[config.mk]
export PLATFORM = sky130hd
export DESIGN_NAME = comparator_minmax_tracker
export DESIGN_NICKNAME = d
export VERILOG_FILES = /design/src/rtl/comparator_minmax_tracker.sv
export SDC_FILE = /design/constraint.sdc
export NUM_CORES = 1
export LEC_CHECK = 0
export BUFFER_PORTS_ARGS = -buffer_cell sky130_fd_sc_hd__buf_2
export CELL_PAD_IN_SITES_DETAIL_PLACEMENT = 1
export CELL_PAD_IN_SITES_GLOBAL_PLACEMENT = 2
export CORE_MARGIN = 5
export CORE_UTILIZATION = 31
export DETAILED_ROUTE_END_ITERATION = 8
export PLACE_DENSITY_LB_ADDON = 0.1
export RECOVER_POWER = 50
export SYNTH_ARGS = -nofsm -noshare
export SYNTH_HDL_FRONTEND = slang
export SYNTH_SLANG_ARGS = --single-unit
[constraint.sdc]
create_clock -name clk -period 2.3 [get_ports clk]
set_input_delay 0.23 -clock clk [delete_from_list [all_inputs] [get_ports clk]]
set_output_delay 0.23 -clock clk [all_outputs]
set_load 0.02 [all_outputs]
[src/rtl/comparator_minmax_tracker.sv]
// Streaming running min/max tracker with per-run signed/unsigned mode,
// saturating sample count and a single registered valid/ready output stage.
module comparator_minmax_tracker #(
    parameter int N       = 32,
    parameter int COUNT_W = 16
) (
    input  logic               clk,
    input  logic               rst,
    input  logic               in_valid,
    output logic               in_ready,
    input  logic [N-1:0]       in_data,
    input  logic               is_signed,
    input  logic               clear,
    output logic               out_valid,
    input  logic               out_ready,
    output logic [N-1:0]       out_min,
    output logic [N-1:0]       out_max,
    output logic [COUNT_W-1:0] out_count,
    output logic               out_new_min,
    output logic               out_new_max,
    output logic               out_signed
);
    typedef enum logic [0:0] { ST_EMPTY = 1'b0, ST_TRACKING = 1'b1 } state_t;

    localparam logic [COUNT_W-1:0] COUNT_MAX  = {COUNT_W{1'b1}};
    localparam logic [COUNT_W-1:0] COUNT_ONE  = COUNT_W'(1'b1);
    localparam logic [COUNT_W-1:0] COUNT_ZERO = {COUNT_W{1'b0}};

    // Flipping the MSB maps two's complement order onto unsigned order, so a
    // single N-bit magnitude compare is exact in both modes.
    function automatic logic less_than(input logic [N-1:0] a, input logic [N-1:0] b,
                                       input logic signed_mode);
        logic [N-1:0] a_key;
        logic [N-1:0] b_key;
        a_key = {a[N-1] ^ signed_mode, a[N-2:0]};
        b_key = {b[N-1] ^ signed_mode, b[N-2:0]};
        return a_key < b_key;
    endfunction

    state_t               state_r, state_s;
    logic [N-1:0]         min_r, min_s, max_r, max_s;
    logic [COUNT_W-1:0]   count_r, count_s;
    logic                 mode_r, mode_s;
    logic                 accept_s, lt_s, gt_s, new_min_s, new_max_s;
    logic                 out_valid_r, out_valid_s;
    logic [N-1:0]         out_min_r, out_max_r;
    logic [COUNT_W-1:0]   out_count_r;
    logic                 out_new_min_r, out_new_max_r, out_signed_r;

    assign in_ready    = !rst && (!out_valid_r || out_ready);
    assign accept_s    = in_valid && in_ready;
    assign out_valid   = out_valid_r;
    assign out_min     = out_min_r;
    assign out_max     = out_max_r;
    assign out_count   = out_count_r;
    assign out_new_min = out_new_min_r;
    assign out_new_max = out_new_max_r;
    assign out_signed  = out_signed_r;

    // Next-state for the run FSM and tracked extremes; clear beats an accept.
    always_comb begin
        state_s   = state_r;
        min_s     = min_r;
        max_s     = max_r;
        count_s   = count_r;
        mode_s    = mode_r;
        new_min_s = 1'b0;
        new_max_s = 1'b0;
        lt_s      = less_than(in_data, min_r, mode_r);
        gt_s      = less_than(max_r, in_data, mode_r);
        if (accept_s && (clear || (state_r == ST_EMPTY))) begin
            state_s   = ST_TRACKING;
            min_s     = in_data;
            max_s     = in_data;
            count_s   = COUNT_ONE;
            mode_s    = is_signed;
            new_min_s = 1'b1;
            new_max_s = 1'b1;
        end else if (accept_s) begin
            if (lt_s) min_s = in_data;
            else      min_s = min_r;
            if (gt_s) max_s = in_data;
            else      max_s = max_r;
            new_min_s = lt_s;
            new_max_s = gt_s;
            if (count_r == COUNT_MAX) count_s = count_r;
            else                      count_s = count_r + COUNT_ONE;
        end else if (clear) begin
            state_s = ST_EMPTY;
            count_s = COUNT_ZERO;
        end else begin
            state_s = state_r;
        end
    end

    // Output valid: set by an accept, dropped by a handshake, held under stall.
    always_comb begin
        out_valid_s = out_valid_r;
        if (accept_s)       out_valid_s = 1'b1;
        else if (out_ready) out_valid_s = 1'b0;
        else                out_valid_s = out_valid_r;
    end

    // Run state and output stage registers.
    always_ff @(posedge clk) begin
        if (rst) begin
            state_r       <= ST_EMPTY;
            min_r         <= {N{1'b0}};
            max_r         <= {N{1'b0}};
            count_r       <= COUNT_ZERO;
            mode_r        <= 1'b0;
            out_valid_r   <= 1'b0;
            out_min_r     <= {N{1'b0}};
            out_max_r     <= {N{1'b0}};
            out_count_r   <= COUNT_ZERO;
            out_new_min_r <= 1'b0;
            out_new_max_r <= 1'b0;
            out_signed_r  <= 1'b0;
        end else begin
            state_r     <= state_s;
            min_r       <= min_s;
            max_r       <= max_s;
            count_r     <= count_s;
            mode_r      <= mode_s;
            out_valid_r <= out_valid_s;
            if (accept_s) begin
                out_min_r     <= min_s;
                out_max_r     <= max_s;
                out_count_r   <= count_s;
                out_new_min_r <= new_min_s;
                out_new_max_r <= new_max_s;
                out_signed_r  <= mode_s;
            end else begin
                out_min_r     <= out_min_r;
                out_max_r     <= out_max_r;
                out_count_r   <= out_count_r;
                out_new_min_r <= out_new_min_r;
                out_new_max_r <= out_new_max_r;
                out_signed_r  <= out_signed_r;
            end
        end
    end
endmodule
# Word-level counts from Yosys, hierarchy flattened

Index checks and enable logic that the tools add are counted.

Logic and storage cells: 49
Input port bits: 38
Bits in registers: 166

Mux-type cells: 18
Reduce and logical (&&, ||, !) cells: 10
Add/sub/neg operators: 1
Equal/unequal tests: 2
Bitwise operators: 4
Order comparisons: 2

Operators with widths:

| cell                                                             | number |
|---|---|
| 32-bit two-way mux                                               | 6 |
| 32-bit less-than comparator                                      | 2 |
| 16-bit two-way mux                                               | 4 |
| 16-bit by 1-bit adder with 16-bit output (second input constant) | 1 |
| 16-bit == test (second input constant)                           | 1 |
| 1-bit two-way mux                                                | 8 |
| 2-bit nonzero test                                               | 2 |
| 1-bit logical AND                                                | 3 |
| 1-bit XOR                                                        | 3 |
| 1-bit logical NOT                                                | 2 |
| 1-bit logical OR                                                 | 2 |
| 2-bit by 1-bit != test with 1-bit output (second input constant) | 1 |
| 2-bit AND reduction                                              | 1 |
| 1-bit NOT                                                        | 1 |

# Logic depth before layout (Yosys ltp)

Gate-level depths: netlist of the first run.

Depth after elaboration: 7
Mapped depth: 11

# Least setup slack after synthesis of the first run

No wires, ideal clock.

Kind: flip-flop to flip-flop
From: reg mode_r
To: reg out_min_r[10], in the netlist out_min[10]
Setup slack: -0.227 ns
Setup time: 0.128 ns
Data arrival time: 2.399 ns
Stages on the path, launching flop included: 12
Data required time: 2.172 ns
Clock period less this slack: 2.527 ns
Path through: dfxtp_1 xnor2_1 inv_1 ha_1 nand4_1 nor2_1 a2111oi_0 a31oi_1 a41oi_4 buf_8 mux2i_1 o21ai_1

Cells in the longest elaborated chain, start to end: 5

RTL lines:

| what                                | RTL line | RTL |
|---|---|---|
| from (decl)                         | 43       | `logic mode_r, mode_s;` |
| from (signal assigned)              | 124      | `mode_r <= mode_s;` |
| 1-bit XOR, on equally long branches | 35, 36   |  |
| 32-bit less-than comparator *       | 37       | `return a_key < b_key;` |
| 32-bit two-way mux *                | 80       | `if (lt_s) min_s = in_data;` |
| 32-bit two-way mux *                | 79       | `end else if (accept_s) begin` |
| 32-bit two-way mux *                | 71       | `if (accept_s && (clear \|\| (state_r == ST_EMPTY))) begin` |
| to (signal assigned)                | 113      | `out_min_r <= {N{1'b0}};` |
| to (signal assigned)                | 127      | `out_min_r <= min_s;` |
| to (signal assigned)                | 134      | `out_min_r <= out_min_r;` |
| to (decl)                           | 46       | `logic [N-1:0] out_min_r, out_max_r;` |

Every way passes the cells marked *; elsewhere a longest branch is shown, timed or not.
A chain may end at the register's enable or synchronous reset.

# Worst setup path after layout of the first run

From: reg min_r[31]
To: reg min_r[8]

Cells in the longest elaborated chain, start to end: 5

RTL lines:

| what                        | RTL line | RTL |
|---|---|---|
| from (decl)                 | 41       | `logic [N-1:0] min_r, min_s, max_r, max_s;` |
| from (signal assigned)      | 108      | `min_r <= {N{1'b0}};` |
| from (signal assigned)      | 121      | `min_r <= min_s;` |
| 1-bit XOR                   | 36       | `b_key = {b[N-1] ^ signed_mode, b[N-2:0]};` |
| 32-bit less-than comparator | 37       |  |
| 32-bit two-way mux          | 80       |  |
| 32-bit two-way mux          | 79       |  |
| 32-bit two-way mux          | 71       |  |

Every way passes these cells.

==> results of run 1 <==
[final cells by class]
cell class	instances	area, sq um	area share, %
clock buffers	18	429	4.08
clock inverters	12	201	1.92
well taps	319	399	3.80
repair buffers	204	1390	13.2
multi-input cells	570	4520	43.0
inverters	64	241	2.30
flip-flops and latches	166	3330	31.7
[what timing repair did]
| action | 4_1_cts | 5_1_grt |
|---|---|---|
| setup buffers | 11 | 2 |
| pin swaps | 15 | 10 |
| resized for setup | 107 | 65 |
| gates cloned | 5 | 0 |
| setup endpoints to repair | 130 | 138 |
[placed cells by master, fill, tap and decap left out, types with 4 or more instances in the layout]
cell type,n
a211o_1,5
a21o_1,4
a21oi_1,41
and3_1,5
buf_12,6
buf_2,122
buf_4,66
buf_6,6
bufinv_16,5
clkbuf_16,17
dfxtp_1,160
dfxtp_2,5
ha_1,59
inv_1,61
mux2i_1,9
mux2i_2,15
mux2i_4,43
nand2_1,111
nand2b_1,5
nand3_1,15
nand4_1,10
nor2_1,92
nor2b_1,4
o21ai_0,19
o21ai_1,58
o21ai_2,9
or3_1,6
xnor2_1,5
xor2_1,6
[tightest hold or removal path, stage by stage]
cell and delay [ns]:
buf_2 0.08, mux2i_1 0.08, nor2_1 0.08
[Yosys cell counts, drive strengths merged (2+ instances only)]
master / count / share of area, %
nand2: 113 / 5.8
inv: 63 / 3.2
mux2: 3 / 0.45
nor2: 95 / 4.8
or2: 3 / 0.25
nor2b: 4 / 0.34
and3: 5 / 0.42
xor2: 6 / 0.71
ha: 63 / 11
clkbuf: 26 / 1.3
a41oi: 2 / 0.74
a21boi: 2 / 0.20
or3: 6 / 0.50
xnor2: 7 / 0.82
o221ai: 2 / 0.24
a31oi: 6 / 0.50
and2: 2 / 0.19
nor4: 4 / 0.50
a22o: 2 / 0.24
a211o: 5 / 0.59
a21oi: 41 / 2.8
nand4: 11 / 1.0
nand3: 17 / 1.3
o21ai: 86 / 5.8
dfxtp: 166 / 45
a21o: 4 / 0.40
buf: 8 / 1.2
a2111oi: 2 / 0.24
mux2i: 67 / 9.0
nand2b: 5 / 0.42
[per-layer routing]
metal	GRT usage, %	vias up
li1	-	3202
met1	21.0	3132
met2	30.7	99
met3	3.49	19
met4	5.22	2
met5	0	-
[report_power, final]
part / switching, W / internal [W] / leakage (nW)
sequential: 0.000135 / 0.00306 / 1.36
clock: 0.00121 / 0.00192 / 0.303
combinational: 0.000854 / 0.000731 / 2.76
total: 0.00220 / 0.00571 / 4.42
[stage by stage]
step	cell area, sq um	total power (W)	worst slack [ns]	cells
after floorplan	7450	0.00393	-0.180	834
final	10500	0.00791	-0.450	1353
after global placement	8810	0.00436	-0.575	1309
after CTS	10200	0.00792	-0.383	1355
after global routing	10500	0.00829	-0.548	1353
after detailed placement	8810	0.00440	-0.641	1309
[logic make-up (layout without fill, tap and decap cells)]
kind of cell	after synthesis	in the layout	share of synthesized area (%)
AO/OA/AOI/OAI	154	154	11.9
XOR/XNOR	13	13	1.53
adder cells (fa/ha/maj)	63	63	10.6
buffers and inverters	98	298	5.79
flip-flops	166	166	44.7
multiplexers	70	70	9.47
AND/OR/NAND/NOR	270	270	16.0
[flip-flops by register name, summed over array words and instances, names as in the netlist, 16 cells and up]
register / flops
min_r: 32
out_min: 32
out_max: 32
max_r: 32
out_count: 16
count_r: 16
[worst max-delay path by stage]
stage               start           to
2_1_floorplan      mode_r  out_min[10]
3_3_place_gp   in_data[2]    min_r[31]
3_5_place_dp   in_data[2]    min_r[31]
4_1_cts          min_r[2]  out_min[25]
5_1_grt            mode_r    max_r[16]
6_report        min_r[31]     min_r[8]
==> impl_metrics.csv, run 1 <==
group,metric,value,unit
outcome,outcome,"complete, but fails checks",
outcome,violations,"setup timing",
synthesis,synth_edf_count,0,
floorplan,io_pins,123,
global_routing,grt_usage,17.3,%
final_layout,drive_gt1_share,32.9,%
clock_tree,clkLatencyLatePin,0.43,ns
worst_hold_path,min_to,"mode_r",
clock_tree,htreeDepth,4,
setup_path,cp_slowest_stage_delay,0.47,ns
floorplan,initial_core_util,31.6,%
sta,fmaxAchievable,364,MHz
setup_path,ff2ff_setup_slack,-0.45,ns
clock_tree,cts.clk_slew.worst_paths,0.06,ns
sta,rsz0062_at_grt,"true",
global_routing,grt_max_degree,78,
global_routing,first_global_vias,7116,
floorplan,die_area,27200,sq um
final_layout,fill_cells,2713,
drt,wl,22900,um
global_routing,grt_pass1_wl,36800,um
drt,vias,6454,
synthesis,postSynthCellCount,834,
synthesis,synth_area,7440,sq um
synthesis,synth_warnings,0,
drt,dr.pass1.iters,4,
job,maxCapViolations,0,
final_layout,final_nets,1124,
sta,worstMarginPinSlew,0.938,ns
worst_hold_path,worst_hold_path.num_cells,3,
drt,wl_met1,10000,um
sta,setup_viol,130,
clock_tree,cts_tree,"yes",
drt,final_antenna_net_count,0,
worst_hold_path,hold_start,"is_signed",
synthesis,yosys_most_used_dff,"dfxtp_1",
setup_path,cp.required,2.58,ns
setup_path,reg2reg_to,"min_r[8]",
sta,tns,-49.04,ns
drt,wl_met2,11700,um
drt,wire_per_inst,16.9,um
sta,hold_viol_final,0,
drt,top_layer_used,"met5",
sta,period_minus_slack,2.75,ns
synthesis,async_reset_ff_share,0,%
setup_path,r2r-start,"min_r[31]",
placement,gp_congestion,0.779,
synthesis,synth-seq-cells,166,
floorplan,row_count,56,
setup_path,end_kind,"register",
synthesis,yosysSeqAreaShare,44.7,%
setup_path,worstRegToRegCells,11,
drt,met3_length,874,um
floorplan,die_y,165,um
setup_path,cpMaxStageDelayCell,"dfxtp_1",
synthesis,synth_nets,935,
setup_path,crit_fanout,8,
clock_tree,numCtsBuffers,17,
setup_path,path_buf_inv,2,
clock_tree,cts_num_sinks,166,
clock_tree,root_buffer,"clkbuf_16",
clock_tree,hold_buffers,0,
setup_path,critPathTopFamily,"compound AO/OA/AOI/OAI gates",
global_routing,gr-total-overflow,0,
floorplan,die_w,165,um
sta,slew_viol_final,0,
final_layout,antenna_cells,0,
setup_path,cp.depth,11,
pwr,p_leak,4.42,nW
setup_path,critPathLaunchType,"register",
drt,dr.first_iter.drc_count,154,
synthesis,ys_types,49,
worst_hold_path,hp-class,"primary input to register",
setup_path,worstPathArrival,3.03,ns
drt,drc,0,
sta,timing.final.crit_share,120,%
global_routing,grt_antenna_before_repair,1,
pwr,power_density,752,nW/um^2
placement,hpwl,15800,um
setup_path,crit_chain,"xnor2_4, ha_4, nand4_1, nor2_2, a2111oi_4, a31oi_2, a41oi_4, buf_6, buf_16, mux2i_2, nor2_1",
drt,viasPerCell,4.77,
sta,skew,0.0119,ns
final_layout,fin_util,44.7,%
sta,max_slew_margin,37.4,%
sta,whs,0.0830,ns
placement,port_buffers,122,
clock_tree,clockBufferDepth,2,
floorplan,core,23500,sq um
synthesis,avgSynthCellArea,8.92,sq um
final_layout,synthToLayoutAreaGrowth,41.4,%
sta,fin_ws,-0.450,ns
setup_path,path_class,"register to register",
pwr,ir_worst_vdd,0.355,mV
Note: power is estimated with default switching activity, not from simulation.
==> run 2: changes to the inputs <==
--- a/config.mk
+++ b/config.mk
@@ -8,7 +8,7 @@
 export BUFFER_PORTS_ARGS = -buffer_cell sky130_fd_sc_hd__buf_2
 export CELL_PAD_IN_SITES_DETAIL_PLACEMENT = 1
 export CELL_PAD_IN_SITES_GLOBAL_PLACEMENT = 2
-export CORE_MARGIN = 5
+export CORE_ASPECT_RATIO = 0.7
 export CORE_UTILIZATION = 31
 export DETAILED_ROUTE_END_ITERATION = 8
 export PLACE_DENSITY_LB_ADDON = 0.1
==> constraint.sdc (replaced) <==
create_clock -name clk -period 2.3 [get_ports clk]
set_input_delay 0.23 -clock clk [delete_from_list [all_inputs] [get_ports clk]]
set_output_delay 0.23 -clock clk [all_outputs]
set_load 0.005 [all_outputs]
==> run 2 against run 1 <==
Compared with the run above:
- the flow still finishes with violations (setup timing)
- largest power group unchanged
- fmax grew 1.9%
- highest routed layer is now met4
- largest cell class unchanged
- sequential share of layout area is essentially flat
- worst hold slack better by 0.025 ns
- sequential power about the same
- sequential cell count did not move
- register-to-register slack gained 0.05 ns
- worst setup slack improved by 0.050 ns
- critical endpoint is now min_r[17]
==> impl_metrics.csv, run 2 (synthesis results as in run 1) <==
group,metric,value,unit
setup_path,end_kind,"register",
setup_path,critPathTopFamily,"compound AO/OA/AOI/OAI gates",
floorplan,die_y,132,um
drt,dr.pass1.iters,4,
sta,whs,0.108,ns
setup_path,worstPathArrival,2.98,ns
sta,hold_viol_final,0,
setup_path,cp.required,2.58,ns
floorplan,row_count,47,
worst_hold_path,min_to,"mode_r",
sta,period_minus_slack,2.70,ns
floorplan,core,23600,sq um
placement,hpwl,16200,um
global_routing,grt_antenna_before_repair,0,
pwr,p_leak,4.43,nW
sta,slew_viol_final,0,
global_routing,grt_pass1_wl,37700,um
pwr,power.total,0.00772,W
sta,setup_viol,130,
floorplan,io_pins,123,
drt,wire_per_inst,17.6,um
setup_path,worstRegToRegCells,11,
worst_hold_path,worst_hold_path.num_cells,3,
global_routing,grt_usage,19.9,%
placement,gp_congestion,0.792,
final_layout,final_cell_mix,"dfxtp_1 (156), buf_2 (122), nand2_1 (112)",
setup_path,crit_chain,"inv_1, ha_1, a211o_1, a31oi_4, o221ai_2, a211o_1, a41oi_4, buf_4, buf_12, mux2i_4, nor2_1",
pwr,power_density,732,nW/um^2
drt,dr.first_iter.drc_count,181,
setup_path,r2r-start,"min_r[3]",
clock_tree,htreeDepth,4,
pwr,ir_worst_vdd,0.567,mV
sta,worstMarginPinSlew,0.943,ns
floorplan,die_w,187,um
setup_path,reg2reg_to,"min_r[17]",
final_layout,fin_util,44.7,%
drt,drc,0,
final_layout,drive_gt1_share,32.7,%
setup_path,path_buf_inv,3,
final_layout,antenna_cells,0,
worst_hold_path,hp-class,"primary input to register",
drt,vias,6477,
sta,max_slew_margin,37.2,%
setup_path,critPathLaunchType,"register",
drt,final_antenna_net_count,0,
drt,wl,23700,um
sta,fin_ws,-0.400,ns
sta,fmaxAchievable,370,MHz
clock_tree,numCtsBuffers,17,
sta,rsz0062_at_grt,"true",
final_layout,synthToLayoutAreaGrowth,41.8,%
setup_path,cp_slowest_stage_delay,0.35,ns
outcome,violations,"setup timing",
placement,port_buffers,122,
job,maxCapViolations,0,
clock_tree,root_buffer,"clkbuf_16",
setup_path,path_class,"register to register",
sta,timing.final.crit_share,117,%
global_routing,first_global_vias,6912,
final_layout,final_common_cell,"dfxtp_1",
clock_tree,cts.clk_slew.worst_paths,0.07,ns
outcome,outcome,"complete, but fails checks",
clock_tree,clkLatencyLatePin,0.44,ns
setup_path,ff2ff_setup_slack,-0.40,ns
clock_tree,cts_tree,"yes",
floorplan,die_area,24600,sq um
setup_path,crit_fanout,5,
clock_tree,clockBufferDepth,2,
worst_hold_path,hold_start,"is_signed",
setup_path,path_common_cell,"a211o_1",
clock_tree,hold_buffers,0,
global_routing,grt_max_degree,78,
global_routing,gr-total-overflow,0,
clock_tree,cts_num_sinks,166,
setup_path,cpMaxStageDelayCell,"dfxtp_2",
final_layout,final_nets,1122,
drt,viasPerCell,4.80,
floorplan,initial_core_util,31.5,%
sta,skew,0.00926,ns
final_layout,fill_cells,2709,
==> run 2: cell count changes in the layout (fill, tap and decap cells not counted), moves of 4 or more <==
cell	change
o21ai_2	-8
dfxtp_1	-4
buf_16	+4
o21ai_1	+7
buf_4	-5
==> run 2: worst min-delay path, cell delays in order <==
cell	delay, ns
buf_2	0.08
mux2i_1	0.10
nor2_1	0.11
==> run 2: how the worst max path moves through the flow <==
stage / cells after the start / slack (ns) / startpoint / endpoint
5_1_grt: 13 / -0.53 / mode_r / out_max[11]
6_report: 11 / -0.40 / min_r[3] / min_r[17]
3_3_place_gp: 10 / -0.59 / in_data[2] / out_min[17]
2_1_floorplan: 11 / -0.18 / mode_r / out_min[10]
3_5_place_dp: 10 / -0.60 / in_data[2] / min_r[17]
4_1_cts: 12 / -0.40 / mode_r / min_r[28]
==> run 2: layout make-up <==
class / count / area, sq um / area share, %
flip-flops and latches: 166 / 3340 / 31.7
multi-input cells: 570 / 4490 / 42.6
inverters: 64 / 241 / 2.29
clock buffers: 21 / 470 / 4.46
repair buffers: 202 / 1480 / 14.0
well taps: 318 / 398 / 3.77
clock inverters: 9 / 126 / 1.20
==> run 2: layer usage <==
layer / up-vias / share of wire, % / track usage (%)
met5: - / 0 / 0
li1: 3206 / - / -
met3: 25 / 4.5 / 4.57
met4: 0 / 1.3 / 6.33
met1: 3129 / 48 / 26.2
met2: 117 / 46 / 32.2
==> run 2: per-stage QoR <==
step,setup TNS (ns),instances,instance area [sq um],setup slack [ns]
after global placement,-58.91,1304,8810,-0.593
final,-41.91,1350,10500,-0.400
after global routing,-57.79,1350,10500,-0.532
after CTS,-43.84,1351,10300,-0.402
after floorplan,-15.60,834,7450,-0.180
after detailed placement,-64.36,1304,8810,-0.604
==> run 2: timing repair <==
item / in CTS / in global routing
gates cloned: 7 / 1
gates resized for setup: 122 / 40
endpoints found under the setup margin: 132 / 131
pin swaps: 15 / 8
setup buffers: 10 / 0
==> run 2: power by group <==
part / internal (W) / switching (W)
sequential: 0.00306 / 0.000136
clock: 0.00178 / 0.00119
combinational: 0.000781 / 0.000785
==> run 3: changes to the inputs <==
--- a/config.mk
+++ b/config.mk
@@ -8,7 +8,7 @@
 export BUFFER_PORTS_ARGS = -buffer_cell sky130_fd_sc_hd__buf_2
 export CELL_PAD_IN_SITES_DETAIL_PLACEMENT = 1
 export CELL_PAD_IN_SITES_GLOBAL_PLACEMENT = 2
-export CORE_ASPECT_RATIO = 0.7
+export CORE_ASPECT_RATIO = 1.1
 export CORE_UTILIZATION = 31
 export DETAILED_ROUTE_END_ITERATION = 8
 export PLACE_DENSITY_LB_ADDON = 0.1
==> run 3 against run 2 <==
Compared with the run above:
- the flow still finishes with violations (setup timing)
- register-to-register slack improved by 0.06 ns
- sequential power barely moved
- fmax rose by 2.3%
- non-clock buffer count fell by 11
- critical path type unchanged
- largest power group unchanged
==> impl_metrics.csv, run 3 (synthesis results as in run 1) <==
group,metric,value,unit
setup_path,cp_slowest_stage_delay,0.41,ns
pwr,power_density,716,nW/um^2
global_routing,grt_max_degree,57,
final_layout,final_cell_mix,"dfxtp_1 (150), nand2_1 (110), nor2_1 (92), buf_2 (92), o21ai_1 (64)",
global_routing,grt.busiest_layer,"met2",
clock_tree,cts.clk_slew.worst_paths,0.07,ns
worst_hold_path,worst_hold_path.num_cells,3,
job,maxCapViolations,0,
pwr,switching_power,0.00213,W
global_routing,gr-total-overflow,0,
drt,drc,0,
worst_hold_path,hp-class,"primary input to register",
drt,dr.first_iter.drc_count,167,
setup_path,worstRegToRegCells,10,
setup_path,path_class,"register to register",
setup_path,path_buf_inv,2,
setup_path,worstPathArrival,2.94,ns
clock_tree,root_buffer,"clkbuf_16",
clock_tree,cts_tree,"yes",
final_layout,final_common_cell,"dfxtp_1",
setup_path,cpMaxStageDelayCell,"dfxtp_4",
sta,setup_viol,129,
global_routing,grt_antenna_before_repair,1,
global_routing,grt.met2_usage,34.9,%
pwr,ir_worst_vdd,0.424,mV
global_routing,use_met1,22.9,%
floorplan,initial_core_util,31.5,%
outcome,violations,"setup timing",
sta,tns,-34.24,ns
final_layout,synthToLayoutAreaGrowth,41.1,%
setup_path,crit_chain,"xor2_1, ha_1, a21boi_1, a2111oi_4, a31oi_4, a41oi_4, buf_12, buf_16, mux2i_4, o21ai_1",
pwr,clockPowerShare,37.2,%
placement,port_buffers,122,
final_layout,drive_gt1_share,31.0,%
final_layout,fill_cells,2706,
setup_path,ff2ff_setup_slack,-0.34,ns
pwr,seq_power_share,42.5,%
clock_tree,clockBufferDepth,2,
pwr,intPower,0.00538,W
sta,worstMarginPinSlew,0.577,ns
clock_tree,htreeDepth,4,
pwr,p_sw_share,28.4,%
floorplan,io_pins,123,
setup_path,cp.required,2.60,ns
final_layout,stdcell_count,1328,
drt,vias,6390,
floorplan,row_count,59,
setup_path,end_kind,"register",
floorplan,die_w,150,um
sta,fmaxAchievable,379,MHz
global_routing,grt_pass1_wl,36200,um
sta,fin_ws,-0.339,ns
setup_path,crit_fanout,8,
global_routing,grtUsageMet3,3.29,%
drt,viasPerCell,4.81,
placement,hpwl,15700,um
global_routing,first_global_vias,6990,
setup_path,cp.depth,10,
outcome,outcome,"complete, but fails checks",
drt,wire_per_inst,16.7,um
pwr,p_comb_share,20.2,%
sta,slew_viol_final,0,
placement,gp_congestion,0.798,
sta,period_minus_slack,2.64,ns
drt,wl,22200,um
global_routing,grt_usage,19.1,%
sta,rsz0062_at_grt,"true",
floorplan,die_y,164,um
final_layout,final_nets,1111,
floorplan,die_area,24600,sq um
setup_path,critPathLaunchType,"register",
floorplan,core,23600,sq um
sta,max_slew_margin,61.5,%
sta,hold_viol_final,0,
placement,pre_cts_slack,-0.566,ns
sta,skew,0.0111,ns
pwr,p_leak,4.24,nW
final_layout,antenna_cells,0,
clock_tree,hold_buffers,0,
clock_tree,numCtsBuffers,17,
clock_tree,clkLatencyLatePin,0.43,ns
drt,dr.pass1.iters,4,
placement,dp.cells,1283,
clock_tree,cts_num_sinks,166,
sta,timing.final.crit_share,115,%
setup_path,critPathTopFamily,"compound AO/OA/AOI/OAI gates",
drt,final_antenna_net_count,0,
run 3: changes by cell type in the layout (fill, tap and decap cells not counted), moves of 3 or more:
cell	previous run	this run
buf_2	122	92
mux2i_2	15	10
dfxtp_1	156	150
clkbuf_1	1	29
inv_6	0	3
a21oi_1	38	35
buf_4	61	54
o21ai_2	1	4
dfxtp_2	8	15
mux2i_1	9	6
clkinv_4	1	5
clkinv_2	5	2
mux2i_4	43	51
run 3: routing by layer:
layer / wire, um / share of wire [%] / up-vias
met3: 564 / 2.5 / 17
met2: 11400 / 51 / 81
met1: 9990 / 45 / 3105
met4: 218 / 0.98 / 2
met5: 13 / 0.059 / -
li1: - / - / 3185
run 3: repair_timing:
| item | 4_1_cts | 5_1_grt |
|---|---|---|
| buffers inserted | 9 | 4 |
| endpoints found under the setup margin | 132 | 131 |
| resized for setup | 145 | 61 |
| cloned | 3 | 1 |
| pin swaps | 15 | 5 |
| endpoints found under the hold margin | 0 | 0 |
run 3: per-stage QoR:
| step | power [W] | util (%) | area (sq um) | hold WS (ns) |
|---|---|---|---|---|
| floorplan | 0.00383 | - | 7450 | 0.341 |
| global placement | 0.00425 | 37.0 | 8730 | 0.433 |
| detailed placement | 0.00430 | 37.0 | 8730 | 0.437 |
| CTS | 0.00753 | 43.4 | 10200 | 0.0862 |
| global route | 0.00793 | 44.4 | 10500 | 0.0898 |
| finish | 0.00751 | 44.4 | 10500 | 0.0997 |
run 3: area by class of cell:
| type | count | area (sq um) | share of cell area, % |
|---|---|---|---|
| clock buffers | 20 | 457 | 4.35 |
| clock inverters | 12 | 120 | 1.14 |
| inverters | 64 | 241 | 2.30 |
| multi-input cells | 570 | 4640 | 44.2 |
| flip-flops and latches | 166 | 3350 | 31.9 |
| well taps | 305 | 382 | 3.64 |
| repair buffers | 191 | 1310 | 12.5 |
run 3: final timing paths:
check,from,endpoint
max,mode_r,out_max[28]
min,in_valid,out_valid
max reg2reg,mode_r,out_max[28]
min reg2reg,out_max[20],out_max[20]
run 3: power by group through the flow:
stage | combinational (W) | sequential [W] | clock, W
after floorplan | 0.000629 | 0.00320 | 0
after global placement | 0.00104 | 0.00321 | 0
after detailed placement | 0.00108 | 0.00322 | 0
after CTS | 0.00145 | 0.00318 | 0.00290
after global routing | 0.00167 | 0.00322 | 0.00304
final | 0.00152 | 0.00319 | 0.00280
run 3: worst register-to-register path, cell delays in order (launching register included):
cell	delay, ns
dfxtp_4	0.41
xor2_1	0.17
ha_1	0.26
a21boi_1	0.16
a2111oi_4	0.39
a31oi_4	0.15
a41oi_4	0.26
buf_12	0.18
buf_16	0.18
mux2i_4	0.27
o21ai_1	0.08
